===== src/rtl/sd_pkg.sv =====
// Shared types, constants and the bit-serial CRC16-CCITT step for the SD SPI
// transmit path.
package sd_pkg;

  typedef enum logic [2:0] {
    IDLE  = 3'd0,
    CMD   = 3'd1,
    TOKEN = 3'd2,
    DATA  = 3'd3,
    CRC   = 3'd4
  } sd_tx_state_t;

  localparam logic [7:0]  SD_START_TOKEN = 8'hFE;
  localparam logic [15:0] SD_CRC16_POLY  = 16'h1021;

  // One serial step of x^16+x^12+x^5+1, MSB-first data.
  function automatic logic [15:0] crc16_step(input logic [15:0] crc_in, input logic bit_in);
    logic fb;
    fb = crc_in[15] ^ bit_in;
    return {crc_in[14:0], 1'b0} ^ (fb ? SD_CRC16_POLY : 16'h0000);
  endfunction

  function automatic int sd_max3(input int a, input int b, input int c);
    int m;
    m = (a > b) ? a : b;
    return (m > c) ? m : c;
  endfunction

endpackage


===== src/rtl/sd_crc16_serial.sv =====
// Bit-serial CRC16-CCITT accumulator, init 0, fed one payload bit per enable.
module sd_crc16_serial
  import sd_pkg::*;
(
  input  logic        clk,
  input  logic        n_rst,
  input  logic        clear,
  input  logic        bit_en,
  input  logic        bit_in,
  output logic [15:0] crc
);

  // NOTE: sequential state is always assigned with <= so every flop samples
  // pre-edge values regardless of statement order.
  always_ff @(posedge clk or negedge n_rst) begin
    if (!n_rst)      crc <= 16'h0000;
    else if (clear)  crc <= 16'h0000;
    else if (bit_en) crc <= crc16_step(crc, bit_in);
  end

endmodule


===== src/rtl/sd_tx_engine.sv =====
// SD-card SPI transmit engine: command frames and single-block data writes
// (start token, payload via ready/valid, CRC16) serialised MSB-first on MOSI.
module sd_tx_engine
  import sd_pkg::*;
#(
  parameter int CMD_BITS    = 48,
  parameter int DATA_W      = 8,
  parameter int BLOCK_BYTES = 512,
  parameter int CRC_EN      = 1
) (
  input  logic                clk,
  input  logic                n_rst,
  input  logic                rising_edge_sclk,
  input  logic                cmd_valid,
  input  logic [CMD_BITS-1:0] cmd_word,
  output logic                cmd_ready,
  input  logic                blk_start,
  input  logic                data_valid,
  input  logic [DATA_W-1:0]   data_word,
  output logic                data_ready,
  output logic                MOSI,
  output logic                busy,
  output logic                done,
  output logic                underrun
);

  localparam int SR_W    = sd_max3(CMD_BITS, DATA_W, 16);
  localparam int BC_W    = $clog2(SR_W) + 1;
  localparam int N_WORDS = BLOCK_BYTES * 8 / DATA_W;
  localparam int WC_W    = $clog2(N_WORDS + 1);

  sd_tx_state_t      state;
  logic [SR_W-1:0]   sr;
  logic [BC_W-1:0]   bit_cnt;
  logic [WC_W-1:0]   word_cnt;
  logic              buf_full;
  logic [DATA_W-1:0] buf_word;
  logic              out_of_reset;
  logic              done_q;
  logic              underrun_q;
  logic [15:0]       crc;
  logic [15:0]       crc_tail;
  logic              mosi_bit;
  logic              in_payload;
  logic              last_bit;
  logic              word_end;
  logic              more_words;
  logic              take_cmd;
  logic              take_blk;
  logic              take_word;

  // Every unit (frame, token, word, CRC) is shifted out of the MSB end.
  function automatic logic [SR_W-1:0] align_top(input logic [SR_W-1:0] v, input int w);
    return v << (SR_W - w);
  endfunction

  assign mosi_bit   = (state == IDLE) ? 1'b1 : sr[SR_W-1];
  assign in_payload = (state == TOKEN) || (state == DATA);
  assign last_bit   = (bit_cnt == BC_W'(1));
  assign word_end   = rising_edge_sclk && in_payload && last_bit;
  assign more_words = (word_cnt < WC_W'(N_WORDS));
  assign take_cmd   = out_of_reset && (state == IDLE) && cmd_valid;
  assign take_blk   = out_of_reset && (state == IDLE) && !cmd_valid && blk_start;
  // A word offered on the boundary strobe is too late for that boundary.
  assign data_ready = in_payload && !buf_full && more_words && !word_end;
  assign take_word  = data_valid && data_ready;
  // The final payload bit is still being absorbed, so fold it in here.
  assign crc_tail   = (CRC_EN != 0) ? crc16_step(crc, mosi_bit) : 16'hFFFF;

  sd_crc16_serial u_crc (
    .clk    (clk),
    .n_rst  (n_rst),
    .clear  (take_blk),
    .bit_en (rising_edge_sclk && (state == DATA)),
    .bit_in (mosi_bit),
    .crc    (crc)
  );

  always_ff @(posedge clk or negedge n_rst) begin
    if (!n_rst) begin
      state        <= IDLE;
      sr           <= '1;
      bit_cnt      <= '0;
      word_cnt     <= '0;
      buf_full     <= 1'b0;
      out_of_reset <= 1'b0;
      done_q       <= 1'b0;
      underrun_q   <= 1'b0;
    end else begin
      out_of_reset <= 1'b1;
      done_q       <= 1'b0;
      underrun_q   <= 1'b0;
      if (take_word) buf_full <= 1'b1;
      case (state)
        IDLE: begin
          if (take_cmd) begin
            sr      <= align_top(SR_W'(cmd_word), CMD_BITS);
            bit_cnt <= BC_W'(CMD_BITS);
            state   <= CMD;
          end else if (take_blk) begin
            sr       <= align_top(SR_W'(SD_START_TOKEN), 8);
            bit_cnt  <= BC_W'(8);
            word_cnt <= '0;
            buf_full <= 1'b0;
            state    <= TOKEN;
          end
        end
        default: begin
          if (rising_edge_sclk) begin
            if (!last_bit) begin
              sr      <= {sr[SR_W-2:0], 1'b1};
              bit_cnt <= bit_cnt - BC_W'(1);
            end else if (state == CMD || state == CRC) begin
              state  <= IDLE;
              done_q <= 1'b1;
            end else if (state == DATA && !more_words) begin
              sr      <= align_top(SR_W'(crc_tail), 16);
              bit_cnt <= BC_W'(16);
              state   <= CRC;
            end else begin
              word_cnt <= word_cnt + WC_W'(1);
              bit_cnt  <= BC_W'(DATA_W);
              state    <= DATA;
              if (buf_full) begin
                sr       <= align_top(SR_W'(buf_word), DATA_W);
                buf_full <= 1'b0;
              end else begin
                sr         <= '1;
                underrun_q <= 1'b1;
              end
            end
          end
        end
      endcase
    end
  end

  // NOTE: the payload buffer needs no reset; buf_full qualifies its contents.
  always_ff @(posedge clk) begin
    if (take_word) buf_word <= data_word;
  end

  assign cmd_ready = out_of_reset && (state == IDLE);
  assign MOSI      = mosi_bit;
  assign busy      = (state != IDLE);
  assign done      = done_q;
  assign underrun  = underrun_q;

endmodule

===== config.mk =====
export PLATFORM = sky130hd
export DESIGN_NAME = sd_tx_engine
export DESIGN_NICKNAME = d
export VERILOG_FILES = /design/src/rtl/sd_pkg.sv /design/src/rtl/sd_crc16_serial.sv /design/src/rtl/sd_tx_engine.sv
export SDC_FILE = /design/constraint.sdc
export NUM_CORES = 1
export LEC_CHECK = 0
export BUFFER_PORTS_ARGS = -buffer_cell sky130_fd_sc_hd__buf_2
export CORE_ASPECT_RATIO = 1.75
export CORE_MARGIN = 3
export CORE_UTILIZATION = 35
export CTS_BUF_LIST = sky130_fd_sc_hd__clkbuf_4
export CTS_CLUSTER_DIAMETER = 50
export CTS_CLUSTER_SIZE = 28
export DETAILED_ROUTE_END_ITERATION = 8
export GPL_TIMING_DRIVEN = 0
export HOLD_SLACK_MARGIN = 0.12
export SKIP_LAST_GASP = 1
export SYNTH_ARGS = -nofsm -noshare
export SYNTH_HDL_FRONTEND = slang
export SYNTH_SLANG_ARGS = --single-unit

===== constraint.sdc =====
create_clock -name clk -period 2.03 [get_ports clk]
set_clock_uncertainty 0.05 [all_clocks]
set_input_delay 0.406 -clock clk [delete_from_list [all_inputs] [get_ports clk]]
set_output_delay 0.406 -clock clk [all_outputs]
set_load 0.01 [all_outputs]

# ---- Word-level counts from Yosys, hierarchy flattened
# Cells that the tools add are included.
dict set report word_totals {
  reg_bits 96
  inputBits 62
  out_inout_bits 6
  wordCells 104
}
dict set report classes {
  addsub 2
  n_lt_le_gt_ge 1
  eq_ne 11
  n_mux 52
  bitwise 2
  reduce_logical 26
}
# op count
set ops {}
lappend ops {{48-bit two-way mux} 8}
lappend ops {{10-bit two-way mux} 7}
lappend ops {{7-bit two-way mux} 6}
lappend ops {{16-bit two-way mux} 2}
lappend ops {{3-bit two-way mux} 7}
lappend ops {{1-bit two-way mux} 20}
lappend ops {{16-bit bitwise XOR} 1}
lappend ops {{13-bit two-way mux} 1}
lappend ops {{1-bit logical AND} 12}
lappend ops {{10-bit by 1-bit adder with 10-bit output, second input constant} 1}
lappend ops {{10-bit less-than comparator, second input constant} 1}
lappend ops {{2-bit inequality test, second input constant} 4}
lappend ops {{7-bit by 1-bit equality test with 1-bit output, second input constant} 1}
lappend ops {{7-bit by 1-bit subtractor with 7-bit output, second input constant} 1}
lappend ops {{3-bit by 2-bit equality test with 1-bit output, second input constant} 2}
lappend ops {{3-bit inequality test, second input constant} 2}
lappend ops {{3-bit AND reduction} 2}
lappend ops {{6-bit AND reduction} 1}
lappend ops {{2-bit nonzero test} 3}
lappend ops {{5-bit two-way mux} 1}
lappend ops {{1-bit zero test} 4}
lappend ops {{3-bit by 1-bit equality test with 1-bit output, second input constant} 1}
lappend ops {{3-bit equality test, second input constant} 1}
lappend ops {{3-bit zero test} 1}
lappend ops {{other kinds (3)} 4}

# ---- Logic depth before layout (Yosys ltp)
# Gate-level depths: netlist of run 1.
dict set report depth {
  depth_word 14
  mapped_depth 10
  mapped_depth_nobuf 7
}

# ---- By module
# From an unflattened synthesis of run 1, not the netlist that was laid out.
dict set report unflattened {
  cells_unflattened 541
  area_unflattened_um2 5323.9
}
# module instances cells_each area_each_um2 seq_area_each_um2
set modules_own_cells {}
lappend modules_own_cells {sd_tx_engine 1 483 4635.7 2102.0}
lappend modules_own_cells {sd_crc16_serial 1 58 688.2 400.4}

# ---- Worst setup path after synthesis of run 1
# OpenSTA, ideal clock, no wires.
dict set report synth_path {
  path_kind {flip-flop to flip-flop}
  startpoint {reg bit_cnt[2]}
  endpoint {reg bit_cnt[1]}
  setup_ns 0.095
  arrival_time_ns 2.033
  required_ns 1.885
  slack_ns -0.148
  stages_incl_launch_ff 10
  n_path_buf 4
  period_less_slack_ns 2.178
  cell_sequence {dfrtp_1 or4_1 buf_2 nor4_4 or2_1 buf_6 buf_12 buf_12 nand2_1 o31ai_1}
}
dict set report synth_via {
  elab_chain_len 4
  word_cells_on_any_way 6
  cone_classes {2 x eq/ne; 3 x mux; 1 x reduce/logical}
}
# element line_no
set synth_rtl {}
lappend synth_rtl {{from (decl)} sd_tx_engine.sv:34} ;# logic [BC_W-1:0] bit_cnt;
lappend synth_rtl {{from (signal assigned)} sd_tx_engine.sv:98} ;# bit_cnt <= BC_W'(CMD_BITS);
lappend synth_rtl {{from (signal assigned)} sd_tx_engine.sv:112} ;# bit_cnt <= bit_cnt - BC_W'(1);
lappend synth_rtl {{from (signal assigned)} sd_tx_engine.sv:122} ;# bit_cnt <= BC_W'(DATA_W);
lappend synth_rtl {{7-bit by 1-bit equality test with 1-bit output (*)} sd_tx_engine.sv:59} ;# assign last_bit = (bit_cnt == BC_W'(1));
lappend synth_rtl {{7-bit two-way mux} sd_tx_engine.sv:110} ;# if (!last_bit) begin
lappend synth_rtl {{7-bit two-way mux} sd_tx_engine.sv:109} ;# if (rising_edge_sclk) begin
lappend synth_rtl {{7-bit two-way mux} sd_tx_engine.sv:94} ;# case (state)
# Mark *: on every way between the ends. The rest lies on a longest branch, timed or not. The select of a mux whose other input is x is not followed.
# A chain may end at the register's enable or synchronous reset.

# ---- Worst setup path after layout of run 1
dict set report layout_path {
  startpoint {reg bit_cnt[4]}
  endpoint {out data_ready}
}
dict set report layout_via {
  elab_chain_len 4
}
# element line_no
set layout_rtl {}
lappend layout_rtl {{7-bit by 1-bit equality test with 1-bit output} sd_tx_engine.sv:59}
lappend layout_rtl {{1-bit logical AND} sd_tx_engine.sv:60} ;# assign word_end = rising_edge_sclk && in_payload && last_bit;
lappend layout_rtl {{1-bit zero test} sd_tx_engine.sv:65} ;# assign data_ready = in_payload && !buf_full && more_words && !word_end;
lappend layout_rtl {{1-bit logical AND} sd_tx_engine.sv:65}
lappend layout_rtl {{to (decl)} sd_tx_engine.sv:20} ;# output logic data_ready,
# No other way between the ends.

==> results of run 1 <==
==> state kept, by name, summed over array words and instances (netlist names) <==
name and count:
bit_cnt 7, buf_full 1, buf_word 8, done 1, out_of_reset 1, sr 48, state 3, u_crc.crc 16
underrun 1, word_cnt 10
==> worst min-delay path, delay by kind of cell <==
family / cells / cell delay, ns
buf+inv: 1 / 0.08
compound gates: 2 / 0.16
==> logic make-up (layout without fill, tap and decap cells) <==
group                      count (synthesis)  after routing  synth area share (%)
buffers and inverters                     46            196                  4.85
adders and majority gates                  3              3                 0.753
other                                      1              2                0.0752
and+or+nand+nor                          207            208                  18.5
AOI/OAI and AO/OA                        173            173                  23.5
xor gates and xnor gates                  12             12                  2.11
DFF                                       96             96                  50.2
==> what timing repair did <==
item | 4_1_cts | 5_1_grt
setup buffers | 25 | 31
gates resized for setup | 102 | 126
hold endpoints to repair | 30 | 0
setup endpoints to repair | 97 | 84
gates cloned | 7 | 4
pin swaps | 13 | 50
hold buffers | 11 | 0
==> layer usage <==
metal | vias up | track usage (%)
met3 | 56 | 2.93
li1 | 2216 | -
met1 | 2342 | 21.2
met2 | 175 | 33.6
met5 | - | 0
met4 | 0 | 9.72
==> cell usage in the layout (no fill, tap or decap), types with 7 or more instances in the layout <==
cell type       n
buf_2          62
a2bb2oi_1      26
dfrtp_1        36
o21ai_1        10
buf_4          40
clkbuf_4       11
a21oi_1        15
dlygate4sd3_1  11
nand3_1         7
o22a_1          8
dfstp_2        48
nand2_4        11
buf_6          32
nand2_1        83
o21ai_0        40
edfxtp_1        8
nor2_1         48
clkbuf_2        9
xor2_1          7
or3_1           8
o211ai_1       11
o21ai_2        16
==> final cells by class <==
cell class | count | share of cell area, %
Clock buffer | 9 | 0.960
Tap cell | 177 | 3.15
Timing Repair Buffer | 141 | 16.0
Sequential cell | 96 | 35.6
Buffer | 34 | 5.17
Inverter | 5 | 0.267
Antenna cell | 1 | 0.0356
Multi-Input combinational cell | 397 | 37.8
Clock inverter | 7 | 1.03
==> through the flow <==
step                      hold slack (ns)  std cells
after floorplan                    0.0604        538
after detailed placement            0.340        782
after global routing                0.150        867
after CTS                           0.141        836
after global placement              0.411        781
final                               0.168        867
==> power by group <==
| group | switching (W) | total (W) | internal (W) | leakage (nW) |
|---|---|---|---|---|
| Sequential | 0.000585 | 0.00354 | 0.00296 | 1.10 |
| Combinational | 0.00313 | 0.00646 | 0.00333 | 1.84 |
| Clock | 0.000680 | 0.00106 | 0.000375 | 0.0719 |
==> worst paths after layout <==
kind                                               end  slack (ns)
worst max-delay path                        data_ready       -0.19
min in group asynchronous       bit_cnt[1]$_DFFE_PN0P_        0.38
worst max register to register      sr[32]$_DFFE_PN1P_       -0.10
worst min-delay path                sr[11]$_DFFE_PN1P_        0.17
max in group asynchronous           sr[33]$_DFFE_PN1P_        0.86
worst min register to register      sr[17]$_DFFE_PN1P_        0.42
==> impl_metrics.ini, run 1 <==
[yosys]
yosys_register_bits = 96
synthesis.nets = 603
synth_commonest_cells = 99 x nand2_1, 60 x o21ai_0, 58 x nor2_1
seq_area_frac_synth_pct = 50.2
netlist.top_cell.by_area = dfstp_2
synth_most_common_cell = nand2_1
synth_area_leaders = dfstp_2 25%, dfrtp_1 20%, nand2_1 7.5%
syn-instance-count = 538
synth_edf_count = 8
netlist.area_leader.share_pct = 25.3
synthArstFlopShare_pct = 91.7
syn_avg_cell_area_um2 = 9.26
ys.flop_type = dfstp_2
ys_warn_count = 0
synth_area_um2 = 4980
ys_types = 62

[clock_tree]
cts_buffer_depth = 2
clkLatencyLatePin_ns = 0.46
cts-root-buf = clkbuf_4
clk_pin_slew_ns = 0.15
cts_tree = done
clock_sinks = 96
htreeDepth = 3
cts_buffers = 9

[critical_path]
end_kind = output port
critical_path_class = reg2out
crit_chain = nor4_4 -> nand3_1 -> and3_4 -> buf_6
reg2reg_depth = 8
rr_startpoint = bit_cnt[2]$_DFFE_PN0P_
crit_required_ns = 1.57
startpoint = bit_cnt[4]$_DFFE_PN0P_
crit_fanout = 4
worstPathArrival_ns = 1.76
critPathTopFamily = simple AND/OR/NAND/NOR gates
max_stage_delay_ns = 0.48
cp-start-kind = register
crit_buf_inv = 1
crit_cells = 4
crit_slowest_cell = dfrtp_2

[min_path]
hold_path_depth = 3
hold_path.class = in2reg
hp-start = cmd_word[11]

[placement]
dp_slack_ns = -0.776
io_buffers = 66
placed_area_um2 = 5570
hpwl_um = 10100
place_congestion = 0.838

[timing]
setup_violations = 38
final_max_slew_viol_count = 0
slew_headroom_pct = 63.4
worst-slew-pin-transition_ns = 0.543
period_needed_ns = 2.22
layout_setup_ws_ns = -0.187
fmax_mhz = 451
rsz0062_at_grt = yes
setup_tns_ns = -1.89
period_share_pct = 109
hold_viol = 0

[power_and_ir_drop]
cellLeakagePower_nw = 3.02
pwr_density_cell_nw_per_um2 = 1570
power_w = 0.0111
ir_drop_mv = 0.693

[cells_and_area]
area.growth.synth_to_final_pct = 41.2
regArea_um2 = 2510
nets = 749
fill_cells = 1271
drive_gt1_share_pct = 44.7
fin_util_pct = 50.6
multi_input_area_um2 = 2660
design_area_um2 = 7040

[detailed_routing]
wl_per_cell_um = 18.0
drc = 0
via_count = 4789
dr.pass1.iters = 5
dr_wl_met2_um = 8440
ant_nets = 0
wl_met1_um = 5760
top_layer = met4
drtIter0Drc = 320
wl_um = 15600
via_per_inst = 5.52
wl_met3_um = 728

[floorplan]
chipWidth_um = 96.2
die_area_um2 = 15800
die_h_um = 164
row_count = 57
num_io_pins = 68
core_um2 = 13900
initial_core_util_pct = 35.8

[status]
violations = negative setup slack
status = finished with violations

[global_routing]
grt_pass1_wl_um = 22900
track_usage_pct = 18.9
antenna_found_initial = 1
grt_overflow = 0
grt_pass1_vias = 4639
grt_start_max_net_pins = 58

[job]
cap_violations = 0
Power figures use the tool's default switching activity.
==> inputs of run 2 (changes only) <==
--- a/config.mk
+++ b/config.mk
@@ -6,7 +6,7 @@
 export NUM_CORES = 1
 export LEC_CHECK = 0
 export BUFFER_PORTS_ARGS = -buffer_cell sky130_fd_sc_hd__buf_2
-export CORE_ASPECT_RATIO = 1.75
+export CORE_ASPECT_RATIO = 2
 export CORE_MARGIN = 3
 export CORE_UTILIZATION = 35
 export CTS_BUF_LIST = sky130_fd_sc_hd__clkbuf_4
@@ -16,6 +16,7 @@
 export GPL_TIMING_DRIVEN = 0
 export HOLD_SLACK_MARGIN = 0.12
 export SKIP_LAST_GASP = 1
+export SLEW_MARGIN = 20
 export SYNTH_ARGS = -nofsm -noshare
 export SYNTH_HDL_FRONTEND = slang
 export SYNTH_SLANG_ARGS = --single-unit
==> impl_metrics.ini, run 2 (synthesized netlist as in run 1, its figures left out) <==
[clock_tree]
cts_buffer_depth = 2
clock_sinks = 96
cts_tree = done
clk_pin_slew_ns = 0.16
clkLatencyLatePin_ns = 0.46
htreeDepth = 3
cts_buffers = 9
cts-root-buf = clkbuf_4

[global_routing]
grt_pass1_vias = 4869
antenna_found_initial = 1
track_usage_pct = 19.5
grt_overflow = 0
grt_pass1_wl_um = 24300
grt_start_max_net_pins = 59

[power_and_ir_drop]
p_seq_share_pct = 32.9
switching_power_w = 0.00426
power_frac_clock_pct = 9.6
cellLeakagePower_nw = 2.93
p_int_w = 0.00646
switching_share_pct = 39.8
pwr_density_cell_nw_per_um2 = 1560
power_w = 0.0107
combPwrFrac_pct = 57.6
ir_drop_mv = 0.585

[timing]
period_needed_ns = 2.33
hold_viol = 0
period_share_pct = 115
rsz0062_at_grt = yes
setup_violations = 66
worst-slew-pin-transition_ns = 0.561
setup_tns_ns = -6.37
final_max_slew_viol_count = 0
fmax_mhz = 429
slew_headroom_pct = 62.2
layout_setup_ws_ns = -0.303

[critical_path]
critPathTopFamily = simple AND/OR/NAND/NOR gates
crit_buf_inv = 2
crit_chain = buf_6 -> nor4_4 -> nand3_1 -> and3_4 -> buf_6
ff2ff_setup_slack_ns = -0.25
crit_path_frequent_cell = buf_6
worstPathArrival_ns = 1.88
crit_slowest_cell = dfrtp_2
reg2reg_depth = 7
crit_fanout = 3
end_kind = output port
crit_required_ns = 1.57
crit_cells = 5
max_stage_delay_ns = 0.47
cp-start-kind = register
critical_path_class = reg2out

[cells_and_area]
drive_gt1_share_pct = 42.4
nets = 748
area.growth.synth_to_final_pct = 38.1
stdcell_count = 878
largest_register = sr
mostFrequentLayoutCells = 88 x nand2_1, 63 x buf_2, 49 x nor2_1
reg_top3 = sr x48, u_crc.crc x16, word_cnt x10
mostFrequentLayoutCell = nand2_1
fin_util_pct = 49.5
largest_reg_flops = 48

[status]
violations = negative setup slack
status = finished with violations

[floorplan]
initial_core_util_pct = 35.9
num_io_pins = 68
die_h_um = 175
die_area_um2 = 15800
core_um2 = 13900
row_count = 61
chipWidth_um = 90.4

[detailed_routing]
wl_per_cell_um = 18.5
via_per_inst = 5.47
drc = 0
drtIter0Drc = 296
ant_nets = 0
dr.pass1.iters = 5
wl_um = 16200
via_count = 4799

[placement]
hpwl_um = 10500
io_buffers = 66
place_congestion = 0.860
place_inst = 794
dp_slack_ns = -0.844

[min_path]
hold_path_depth = 3
hold_path.class = in2reg

[job]
cap_violations = 0
[run 2: what timing repair did]
action | in CTS | in global routing
endpoints found under the setup margin | 97 | 73
gates cloned | 5 | 4
buffers inserted | 36 | 20
pin swaps | 17 | 36
endpoints found under the hold margin | 29 | 0
hold buffers | 11 | 0
gates resized for setup | 107 | 85
[run 2: per-layer routing]
layer / up-vias / share of wire (%) / GRT usage, %
met4: 0 / 5.8 / 13.1
met1: 2326 / 34 / 19.3
li1: 2209 / - / -
met5: - / 0 / 0
met2: 191 / 55 / 36.7
met3: 73 / 5.0 / 3.19
[run 2: tightest hold or removal path, delay by kind of cell]
family	cells	cell delay [ns]
AO/OA/AOI/OAI	2	0.17
buffers and inverters	1	0.08
[run 2: through the flow]
step                area (µm²)  hold slack, ns
finish                    6880           0.160
global route              6880           0.142
floorplan                 4990          0.0604
CTS                       6490           0.143
detailed placement        5590           0.334
global placement          5560           0.410
[run 2: area by class of cell]
type | instances | area (µm²)
Multi-Input combinational cell | 396 | 2520
Buffer | 34 | 342
Timing Repair Buffer | 141 | 1130
Fill cell | 1282 | 7010
Antenna cell | 1 | 2.50
Clock inverter | 7 | 62.6
Clock buffer | 9 | 67.6
Inverter | 5 | 18.8
Tap cell | 189 | 236
Sequential cell | 96 | 2510
[run 2: worst paths after layout]
check / from / to
worst max register to register: bit_cnt[2]$_DFFE_PN0P_ / bit_cnt[3]$_DFFE_PN0P_
worst min-delay path: cmd_word[18] / sr[18]$_DFFE_PN1P_
worst min register to register: sr[15]$_DFFE_PN1P_ / sr[15]$_DFFE_PN1P_
worst max-delay path: bit_cnt[2]$_DFFE_PN0P_ / data_ready
max in group asynchronous: n_rst / sr[33]$_DFFE_PN1P_
min in group asynchronous: n_rst / bit_cnt[6]$_DFFE_PN0P_
[run 2: power by group through the flow]
stage / combinational [W] / sequential [W] / clock (W)
after floorplan: 0.00307 / 0.00330 / 0
after global placement: 0.00390 / 0.00345 / 0
after detailed placement: 0.00403 / 0.00349 / 0
after CTS: 0.00541 / 0.00347 / 0.00105
after global routing: 0.00657 / 0.00361 / 0.00113
final: 0.00617 / 0.00352 / 0.00103
